[config.mk]
export PLATFORM = sky130hd
export DESIGN_NAME = multi_tone_pwm_flat
export DESIGN_NICKNAME = d
export VERILOG_FILES = /design/src/rtl/multi_tone_pwm_if.sv /design/src/rtl/multi_tone_pwm.sv /design/src/flat_wrapper.sv
export SDC_FILE = /design/constraint.sdc
export NUM_CORES = 1
export LEC_CHECK = 0
export BUFFER_PORTS_ARGS = -buffer_cell sky130_fd_sc_hd__buf_2
export CAP_MARGIN = 20
export CORE_AREA = 2 2 136 138
export DETAILED_ROUTE_END_ITERATION = 16
export DIE_AREA = 0 0 138 140
export PLACE_DENSITY = 0.69
export SKIP_LAST_GASP = 1
export SYNTH_ARGS = -nofsm -noshare
export SYNTH_HDL_FRONTEND = slang
export SYNTH_SLANG_ARGS = --single-unit
[constraint.sdc]
create_clock -name clk_audio -period 3.05 [get_ports clk_audio]
set_input_delay 0.61 -clock clk_audio [delete_from_list [all_inputs] [get_ports clk_audio]]
set_output_delay 0.61 -clock clk_audio [all_outputs]
set_load 0.02 [all_outputs]
[src/rtl/multi_tone_pwm_if.sv]
// Configuration port of multi_tone_pwm: valid-ready write of one channel's
// phase increment and waveform mode.
interface multi_tone_pwm_if #(
  parameter int PHASE_WIDTH = 24
);
  logic                   cfg_valid;
  logic                   cfg_ready;
  logic [2:0]             cfg_channel;
  logic [PHASE_WIDTH-1:0] cfg_increment;
  logic [1:0]             cfg_mode;

  modport master (
    output cfg_valid, cfg_channel, cfg_increment, cfg_mode,
    input  cfg_ready
  );

  modport slave (
    input  cfg_valid, cfg_channel, cfg_increment, cfg_mode,
    output cfg_ready
  );
endinterface

[src/rtl/multi_tone_pwm.sv]
// Multi-channel tone generator: phase accumulators -> shaper -> saturating mix
// -> first-order sigma-delta PWM (PWM only when MULTI_TONE_PWM_EN is defined).
module multi_tone_pwm #(
  parameter int BIT_WIDTH   = 16,
  parameter int CHANNELS    = 2,
  parameter int PHASE_WIDTH = 24
) (
  input  logic                        clk_audio,
  input  logic                        RESETn,
  multi_tone_pwm_if.slave             cfg,
  output logic signed [BIT_WIDTH-1:0] sample_word,
  output logic                        sample_valid,
  output logic                        clip,
  output logic                        pwm_out
);

  typedef enum logic [1:0] {
    MODE_SAW    = 2'd0,
    MODE_SQUARE = 2'd1,
    MODE_TRI    = 2'd2,
    MODE_SILENT = 2'd3
  } mode_e;

  localparam int SUM_W = BIT_WIDTH + $clog2(CHANNELS);
  localparam int TOP_W = SUM_W - BIT_WIDTH + 1;
  localparam logic [BIT_WIDTH-1:0] MSB = {1'b1, {(BIT_WIDTH-1){1'b0}}};

  logic [PHASE_WIDTH-1:0]      phase  [CHANNELS];
  logic [PHASE_WIDTH-1:0]      incr   [CHANNELS];
  mode_e                       mode   [CHANNELS];
  logic signed [BIT_WIDTH-1:0] shaped [CHANNELS];

  logic                        ready_q;
  logic                        transfer;
  logic                        valid_d;
  logic signed [SUM_W-1:0]     mix_sum;
  logic [TOP_W-1:0]            mix_top;
  logic                        mix_sat;
  logic signed [BIT_WIDTH-1:0] mix_word;

  assign transfer      = cfg.cfg_valid && ready_q;
  assign cfg.cfg_ready = ready_q;

  function automatic logic signed [BIT_WIDTH-1:0] shape(input logic [BIT_WIDTH-1:0] u,
                                                        input mode_e m);
    logic [BIT_WIDTH-2:0] t;
    t = u[BIT_WIDTH-1] ? ~u[BIT_WIDTH-2:0] : u[BIT_WIDTH-2:0];
    case (m)
      MODE_SAW:    shape = u ^ MSB;
      MODE_SQUARE: shape = u[BIT_WIDTH-1] ? MSB : ~MSB;
      MODE_TRI:    shape = {t, 1'b0} ^ MSB;
      default:     shape = '0;
    endcase
  endfunction

  // A written channel restarts from phase 0; out-of-range channels still handshake.
  always_ff @(posedge clk_audio or negedge RESETn) begin
    if (!RESETn) begin
      ready_q <= 1'b1;
      for (int i = 0; i < CHANNELS; i++) begin
        phase[i] <= '0;
        incr[i]  <= '0;
        mode[i]  <= MODE_SILENT;
      end
    end else begin
      ready_q <= !transfer;
      for (int i = 0; i < CHANNELS; i++) begin
        if (transfer && (int'(cfg.cfg_channel) == i)) begin
          incr[i]  <= cfg.cfg_increment;
          mode[i]  <= mode_e'(cfg.cfg_mode);
          phase[i] <= '0;
        end else begin
          phase[i] <= phase[i] + incr[i];
        end
      end
    end
  end

  always_ff @(posedge clk_audio or negedge RESETn) begin
    if (!RESETn) begin
      for (int i = 0; i < CHANNELS; i++) shaped[i] <= '0;
    end else begin
      for (int i = 0; i < CHANNELS; i++)
        shaped[i] <= shape(phase[i][PHASE_WIDTH-1 -: BIT_WIDTH], mode[i]);
    end
  end

  // Out of range whenever the guard bits above the sample width disagree.
  always_comb begin
    mix_sum = '0;
    for (int i = 0; i < CHANNELS; i++) mix_sum = mix_sum + SUM_W'(shaped[i]);
    mix_top  = mix_sum[SUM_W-1 -: TOP_W];
    mix_sat  = !((&mix_top) || !(|mix_top));
    mix_word = mix_sat ? (mix_sum[SUM_W-1] ? MSB : ~MSB) : mix_sum[BIT_WIDTH-1:0];
  end

  always_ff @(posedge clk_audio or negedge RESETn) begin
    if (!RESETn) begin
      sample_word  <= '0;
      clip         <= 1'b0;
      valid_d      <= 1'b0;
      sample_valid <= 1'b0;
    end else begin
      sample_word  <= mix_word;
      clip         <= mix_sat;
      valid_d      <= 1'b1;
      sample_valid <= valid_d;
    end
  end

`ifdef MULTI_TONE_PWM_EN
  logic [BIT_WIDTH:0] acc;

  // Offset-binary input; the carry out of the low W bits is the bitstream.
  always_ff @(posedge clk_audio or negedge RESETn) begin
    if (!RESETn) acc <= '0;
    else         acc <= {1'b0, acc[BIT_WIDTH-1:0]} + {1'b0, sample_word ^ MSB};
  end

  assign pwm_out = acc[BIT_WIDTH];
`else
  assign pwm_out = 1'b0;
`endif

endmodule

[src/flat_wrapper.sv]
// flat-port wrapper written by rule: the top's interface ports become plain ports
module multi_tone_pwm_flat 
#(
  parameter int BIT_WIDTH   = 16,
  parameter int CHANNELS    = 2,
  parameter int PHASE_WIDTH = 24
)
  (clk_audio, RESETn, sample_word, sample_valid, clip, pwm_out, cfg_cfg_valid, cfg_cfg_channel, cfg_cfg_increment, cfg_cfg_mode, cfg_cfg_ready);
  multi_tone_pwm_if #(.PHASE_WIDTH(PHASE_WIDTH)) cfg_i ();
  input  logic clk_audio;
  input  logic RESETn;
  output logic signed [BIT_WIDTH-1:0] sample_word;
  output logic sample_valid;
  output logic clip;
  output logic pwm_out;
  input wire logic [$bits(cfg_i.cfg_valid)-1:0] cfg_cfg_valid;
  input wire logic [$bits(cfg_i.cfg_channel)-1:0] cfg_cfg_channel;
  input wire logic [$bits(cfg_i.cfg_increment)-1:0] cfg_cfg_increment;
  input wire logic [$bits(cfg_i.cfg_mode)-1:0] cfg_cfg_mode;
  output wire logic [$bits(cfg_i.cfg_ready)-1:0] cfg_cfg_ready;
  assign cfg_i.cfg_valid = cfg_cfg_valid;
  assign cfg_i.cfg_channel = cfg_cfg_channel;
  assign cfg_i.cfg_increment = cfg_cfg_increment;
  assign cfg_i.cfg_mode = cfg_cfg_mode;
  assign cfg_cfg_ready = cfg_i.cfg_ready;
  multi_tone_pwm #(.BIT_WIDTH(BIT_WIDTH), .CHANNELS(CHANNELS), .PHASE_WIDTH(PHASE_WIDTH)) u_core (.clk_audio(clk_audio), .RESETn(RESETn), .cfg(cfg_i), .sample_word(sample_word), .sample_valid(sample_valid), .clip(clip), .pwm_out(pwm_out));
endmodule
==> results of run 1 <==
-- area by class of cell --
cell class | count | area, sq um | area share [%]
inverter | 22 | 82.58 | 0.8231
sequential | 152 | 3810 | 37.98
clock inverter | 14 | 267.8 | 2.669
timing repair buffer | 63 | 379.1 | 3.779
multi-input combinational | 734 | 4760 | 47.44
tap | 229 | 286.5 | 2.856
antenna | 3 | 7.507 | 0.07483
clock buffer | 18 | 439.2 | 4.378
-- through the flow --
| step | instances | hold WS, ns | power, mW | setup slack [ns] | utilization, % |
|---|---|---|---|---|---|
| final | 1235 | 0.1476 | 12.90 | 0.2459 | 56.43 |
| after global routing | 1232 | 0.1865 | 13.90 | 0.09135 | 56.38 |
| after CTS | 1232 | 0.1623 | 12.89 | 0.2921 | 56.38 |
| after detailed placement | 1200 | 0.3358 | 10.29 | 0.4344 | 52.41 |
| after global placement | 1200 | 0.3323 | 10.14 | 0.5098 | 52.41 |
| after floorplan | 955 | 0.3144 | 8.689 | 0.6481 | - |
-- per-layer routing --
metal  track usage (%)  vias up  wire length, microns
li1                  -     3484                     -
met1             28.22     3451                  9164
met2             36.27      172                  9967
met3             5.641       49                  1159
met4             10.04        4                   850
met5                 0        -                    34
-- worst max-delay path by stage --
stage,startpoint,endpoint,slack [ns],depth (start not counted)
final,u_core.phase[32]$_DFF_PN0_,u_core.phase[47]$_DFF_PN0_,0.25,9
after global routing,u_core.phase[32]$_DFF_PN0_,u_core.phase[47]$_DFF_PN0_,0.09,9
after CTS,u_core.phase[32]$_DFF_PN0_,u_core.phase[47]$_DFF_PN0_,0.29,9
after detailed placement,u_core.phase[32]$_DFF_PN0_,u_core.phase[47]$_DFF_PN0_,0.43,9
after global placement,u_core.shaped[0]$_DFF_PN0_,u_core.sample_word[14]$_DFF_PN0_,0.51,9
after floorplan,u_core.shaped[0]$_DFF_PN0_,u_core.sample_word[14]$_DFF_PN0_,0.65,9
-- cells in the mapped netlist, types with 5 or more instances --
master    count  share of area, %
nor2_1       94               4.0
o21ai_1       7              0.40
nor3_1       24               1.4
nand3_1      12              0.68
dfstp_2       5               1.5
inv_1        22              0.94
dfrtp_1     147                42
o22ai_1      30               2.1
mux2_2       25               3.2
a21oi_1     113               6.4
nand2b_1      7              0.50
mux2i_1       6              0.68
o21a_1       18               1.5
xor2_1       25               2.5
clkbuf_1     43               1.8
xnor2_1      13               1.3
a211oi_1      8              0.68
nand4_1       8              0.57
nor2b_1      15               1.1
and2_1        5              0.35
o211ai_1      5              0.43
a31oi_1       7              0.50
a21o_1       38               3.2
ha_1         62               8.8
o21ai_0      27               1.5
nand2_1     116               4.9
-- worst reg2reg max path, cell delays in order, from the launching register on --
cell and delay, ns:
dfrtp_1 0.45, ha_1 0.44, a21o_1 0.18, a21o_1 0.18
nor2_1 0.07, a2111oi_0 0.62, buf_4 0.23, o31ai_2 0.07
mux2i_1 0.13, a2111oi_2 0.33
-- cell families (layout without fill, tap and decap cells) --
kind of cell | count (synthesis) | in the layout
AND/OR/NAND/NOR | 303 | 303
buffers and inverters | 69 | 117
XOR/XNOR | 38 | 38
other | 2 | 5
adder cells (fa/ha/maj) | 69 | 69
flip-flops | 152 | 152
multiplexers | 31 | 31
AO/OA/AOI/OAI | 291 | 291
-- state kept, by name, indices dropped and copies added, names as in the netlist --
| signal | cells |
|---|---|
| u_core.cfg.cfg_ready | 1 |
| u_core.clip | 1 |
| u_core.incr | 48 |
| u_core.mode | 4 |
| u_core.phase | 48 |
| u_core.sample_valid | 1 |
| u_core.sample_word | 16 |
| u_core.shaped | 32 |
| u_core.valid_d | 1 |
-- power breakdown --
part / total, mW / switching [mW] / internal (mW) / leakage, nW
clock: 2.54 / 0.887 / 1.65 / 0.339
combinational: 6.79 / 3.90 / 2.89 / 2.58
sequential: 3.57 / 0.644 / 2.93 / 1.83
total: 12.9 / 5.43 / 7.47 / 4.75
==> results.cfg, run 1 <==
[logic_synthesis]
netlist_area_sq_mm = 0.008827
synth.distinct_cells = 68
ys_seq_elements = 152
synth_ff_type = dfrtp_1
synth-edff-count = 0
synthAdderAreaFrac_pct = 9.950
synth_compound_area_share_pct = 20.82
yosys.area_share.xor_xnor_pct = 3.770
synth_fp_nets = 1052
ys_async_sr_fraction_pct = 100.0
yosysSeqAreaShare_pct = 43.16
synthSimpleGateAreaFrac_pct = 15.34
syn_inst = 955
yosys-mux-area-fraction_pct = 3.870
ys_warn_count = 0
synth_top_family_by_area = compound AO/OA/AOI/OAI gates
syn_avg_cell_area_sq_um = 9.243

[setup_path]
critPathLaunchType = flip-flop
path_cells = ha_1 > a21o_1 > a21o_1 > nor2_1 > a2111oi_0 > buf_4 > o31ai_2 > mux2i_1 > a2111oi_2
cp-end-kind = flip-flop
cp_slowest_cell = a2111oi_0
reg2reg_to = u_core.phase[47]$_DFF_PN0_
ff2ff_setup_slack_ns = 0.25
path_common_cell = a21o_1
cp_max_fo = 7
arrival_ns = 3.12
worst_r2r_startpoint = u_core.phase[32]$_DFF_PN0_
crit_type = flip-flop to flip-flop
required_ns = 3.37
ff2ff_path_depth = 9
crit_family = compound AO/OA/AOI/OAI gates
cpPeakStageDelay_ns = 0.62
critPathBufInv = 1

[drt]
dr_total_vias = 7160
dr.first_iter.drc_count = 527
first_pass_iters = 5
antenna_left = 0
vias_per_cell = 5.798
wl_microns = 21180
wl_per_cell_microns = 17.15
drc = 0

[floorplan]
die_w_microns = 138
fp-row-count = 49
die_y_microns = 140
io_pins = 52
core_sq_mm = 0.01778
initial_core_util_pct = 49.65
dieArea_sq_mm = 0.01932

[cts]
clock-sinks = 152
numCtsBuffers = 17
cts.reportedPaths.clkPinSlew_ns = 0.07
cts.path.max_buffers = 2
hold_buffers = 0
cts_root_buf = clkbuf_16
cts_setup_buffers = 0
htree_levels = 4
cts_tree = done
clkLatencyLatePin_ns = 0.43
post_cts_resized = 0

[sta]
fin_tns_setup_ns = 0
worst_pin_slew_ns = 1.028
slew_violations = 0
max_freq_mhz = 356.6
post-route-period-util_pct = 91.94
clock_skew_ns = 0.01033
finalHoldViolCount = 0
rsz0062_at_grt = no
finalSetupViolations = 0
fin_crit_ns = 2.804
slew_headroom_pct = 31.32

[place]
globalplace.congestion = 0.8513
portBuffers = 50
dpl_cell_area_sq_mm = 0.009318
dpl.hpwl_microns = 15270

[power_and_ir_drop]
p_leak_nw = 4.748
power_density_mw_per_mm2 = 1286
vdd_ir_drop_max_uv = 745.5

[layout]
layout.cells.most_common = dfrtp_1
final_cell_mix = 147 x dfrtp_1, 116 x nand2_1, 113 x a21oi_1, 94 x nor2_1, 62 x ha_1
nets = 1087
area_delta_synth_final_pct = 13.65
drive_gt1_share_pct = 14.46
finalInstanceArea_sq_mm = 0.01003
nFillCells = 1552

[global_route]
grt_pass1_vias = 6891
antenna_found_initial = 5
overflow = 0
grt_util_all_layers_pct = 22.29
grt_pass1_wl_microns = 34580
grt_max_degree = 74

[min_path]
min_path_type = primary input to asynchronous set/reset pin

[job]
drv_cap = 0

[run_status]
status = finished clean
Note: power is estimated with default switching activity, not from simulation.
==> run 2, diff against run 1 <==
==> constraint.sdc (replaced) <==
create_clock -name clk_audio -period 3.05 [get_ports clk_audio]
set_input_delay 0.305 -clock clk_audio [delete_from_list [all_inputs] [get_ports clk_audio]]
set_output_delay 0.305 -clock clk_audio [all_outputs]
set_load 0.02 [all_outputs]
==> run 2 against run 1 <==
- sequential power hardly changed
- worst hold slack worse by 0.089 ns
- worst setup slack better by 0.15 ns
- highest routed layer unchanged
- largest cell class unchanged
- power is 2.3% lower
==> results.cfg, run 2 (synthesis results as in run 1) <==
[drt]
drc = 0
dr_total_vias = 7048
wl_microns = 20790
dr.first_iter.drc_count = 442
antenna_left = 0
vias_per_cell = 5.702
wl_per_cell_microns = 16.82
first_pass_iters = 7

[job]
drv_cap = 0

[global_route]
grt_pass1_vias = 6946
grt_pass1_wl_microns = 34600
overflow = 0
grt_max_degree = 70
grt_util_all_layers_pct = 22.11
antenna_found_initial = 3

[sta]
slew_headroom_pct = 35.12
post-route-period-util_pct = 86.86
rsz0062_at_grt = no
fin_ws_ns = 0.4006
worst_pin_slew_ns = 0.9697
fin_tns_setup_ns = 0
finalHoldViolCount = 0
fin_crit_ns = 2.649
slew_violations = 0
finalSetupViolations = 0
hold_slack_ns = 0.05879
clock_skew_ns = 0.006682
max_freq_mhz = 377.4

[power_and_ir_drop]
vdd_ir_drop_max_uv = 717.1
p_leak_nw = 4.730
finalPower_mw = 12.60
power_density_mw_per_mm2 = 1264

[layout]
finalInstanceArea_sq_mm = 0.009972
utilization_pct = 56.09
regArea_sq_mm = 0.003810
multi_input_comb_area_sq_mm = 0.004760
final_cell_mix = 147 x dfrtp_1, 116 x nand2_1, 113 x a21oi_1, 94 x nor2_1, 62 x ha_1
drive_gt1_share_pct = 14.23
nFillCells = 1606
layout.cells.most_common = dfrtp_1
largestRegisters = u_core.incr x48, u_core.phase x48, u_core.shaped x32
area_delta_synth_final_pct = 12.97
fin_cells = 1236
nets = 1089

[place]
dp.cells = 1201
place_ws_ns = 0.4320
globalplace.congestion = 0.8683
dpl_cell_area_sq_mm = 0.009313
dpl.hpwl_microns = 15330
portBuffers = 50

[min_path]
min_path_type = primary input to flip-flop

[setup_path]
cp-end-kind = flip-flop
critPathLaunchType = flip-flop
crit_type = flip-flop to flip-flop
required_ns = 3.38
cp_max_fo = 9
arrival_ns = 2.98

[cts]
cts_tree = done
clock-sinks = 152
cts_setup_buffers = 0
cts.reportedPaths.clkPinSlew_ns = 0.06
htree_levels = 4
numCtsBuffers = 17
cts.path.max_buffers = 2
clkLatencyLatePin_ns = 0.42
cts_root_buf = clkbuf_16

[floorplan]
initial_core_util_pct = 49.65
die_y_microns = 140
dieArea_sq_mm = 0.01932
io_pins = 52
core_sq_mm = 0.01778
die_w_microns = 138
fp-row-count = 49

[run_status]
status = finished clean
run 2: cell types whose count changed in the layout (fill, tap and decap cells not counted), moves of 2 or more:
cell / delta
buf_4: +2
clkinvlp_4: -2
inv_6: -2
clkbuf_8: +4
clkbuf_1: +3
bufinv_16: -3
run 2: power breakdown:
part / internal (mW) / leakage, nW / switching [mW]
combinational: 2.88 / 2.58 / 3.87
sequential: 2.93 / 1.83 / 0.650
clock: 1.48 / 0.317 / 0.798
total: 7.29 / 4.73 / 5.31
run 2: worst max-delay path: stages (launching register included):
cell     delay (ns)
dfrtp_1        0.36
ha_1           0.37
a21o_1         0.19
a21o_1         0.16
a21oi_1        0.19
mux2_2         0.39
nor3_4         0.38
nand2_1        0.29
a21oi_1        0.24
run 2: per-layer routing:
metal  routed length [microns]  vias to the layer above  global-route usage [%]  share of wire (%)
li1                          -                     3480                       -                  -
met1                      9204                     3374                   28.25                 44
met2                      9924                      159                   36.92                 48
met3                      1030                       33                   4.684                5.0
met4                       620                        2                   8.808                3.0
met5                        13                        -                       0              0.063
run 2: final timing paths:
path / cells after the start / endpoint / start / slack (ns)
max reg2reg: 8 / u_core.sample_word[5]$_DFF_PN0_ / u_core.shaped[12]$_DFF_PN0_ / 0.40
min reg2reg: 0 / u_core.sample_valid$_DFF_PN0_ / u_core.valid_d$_DFF_PN0_ / 0.35
min: 2 / u_core.cfg.cfg_ready$_DFF_PN1_ / cfg_cfg_valid / 0.06
max in group asynchronous: 3 / u_core.cfg.cfg_ready$_DFF_PN1_ / RESETn / 1.81
min in group asynchronous: 2 / u_core.phase[23]$_DFF_PN0_ / RESETn / 0.47
max: 8 / u_core.sample_word[5]$_DFF_PN0_ / u_core.shaped[12]$_DFF_PN0_ / 0.40
run 2: layout make-up:
cell class	instances	share of cell area (%)
Antenna cell	2	0.05019
Multi-Input combinational cell	734	47.73
Tap cell	229	2.873
Sequential cell	152	38.21
Timing Repair Buffer	65	3.852
Clock buffer	25	5.069
Clock inverter	7	1.393
Inverter	22	0.8281
run 2: timing repair:
action                                  CTS  global route
gates resized for setup                   0             0
endpoints found under the setup margin    0             0
endpoints found under the hold margin    61             0
hold buffers                              1             0
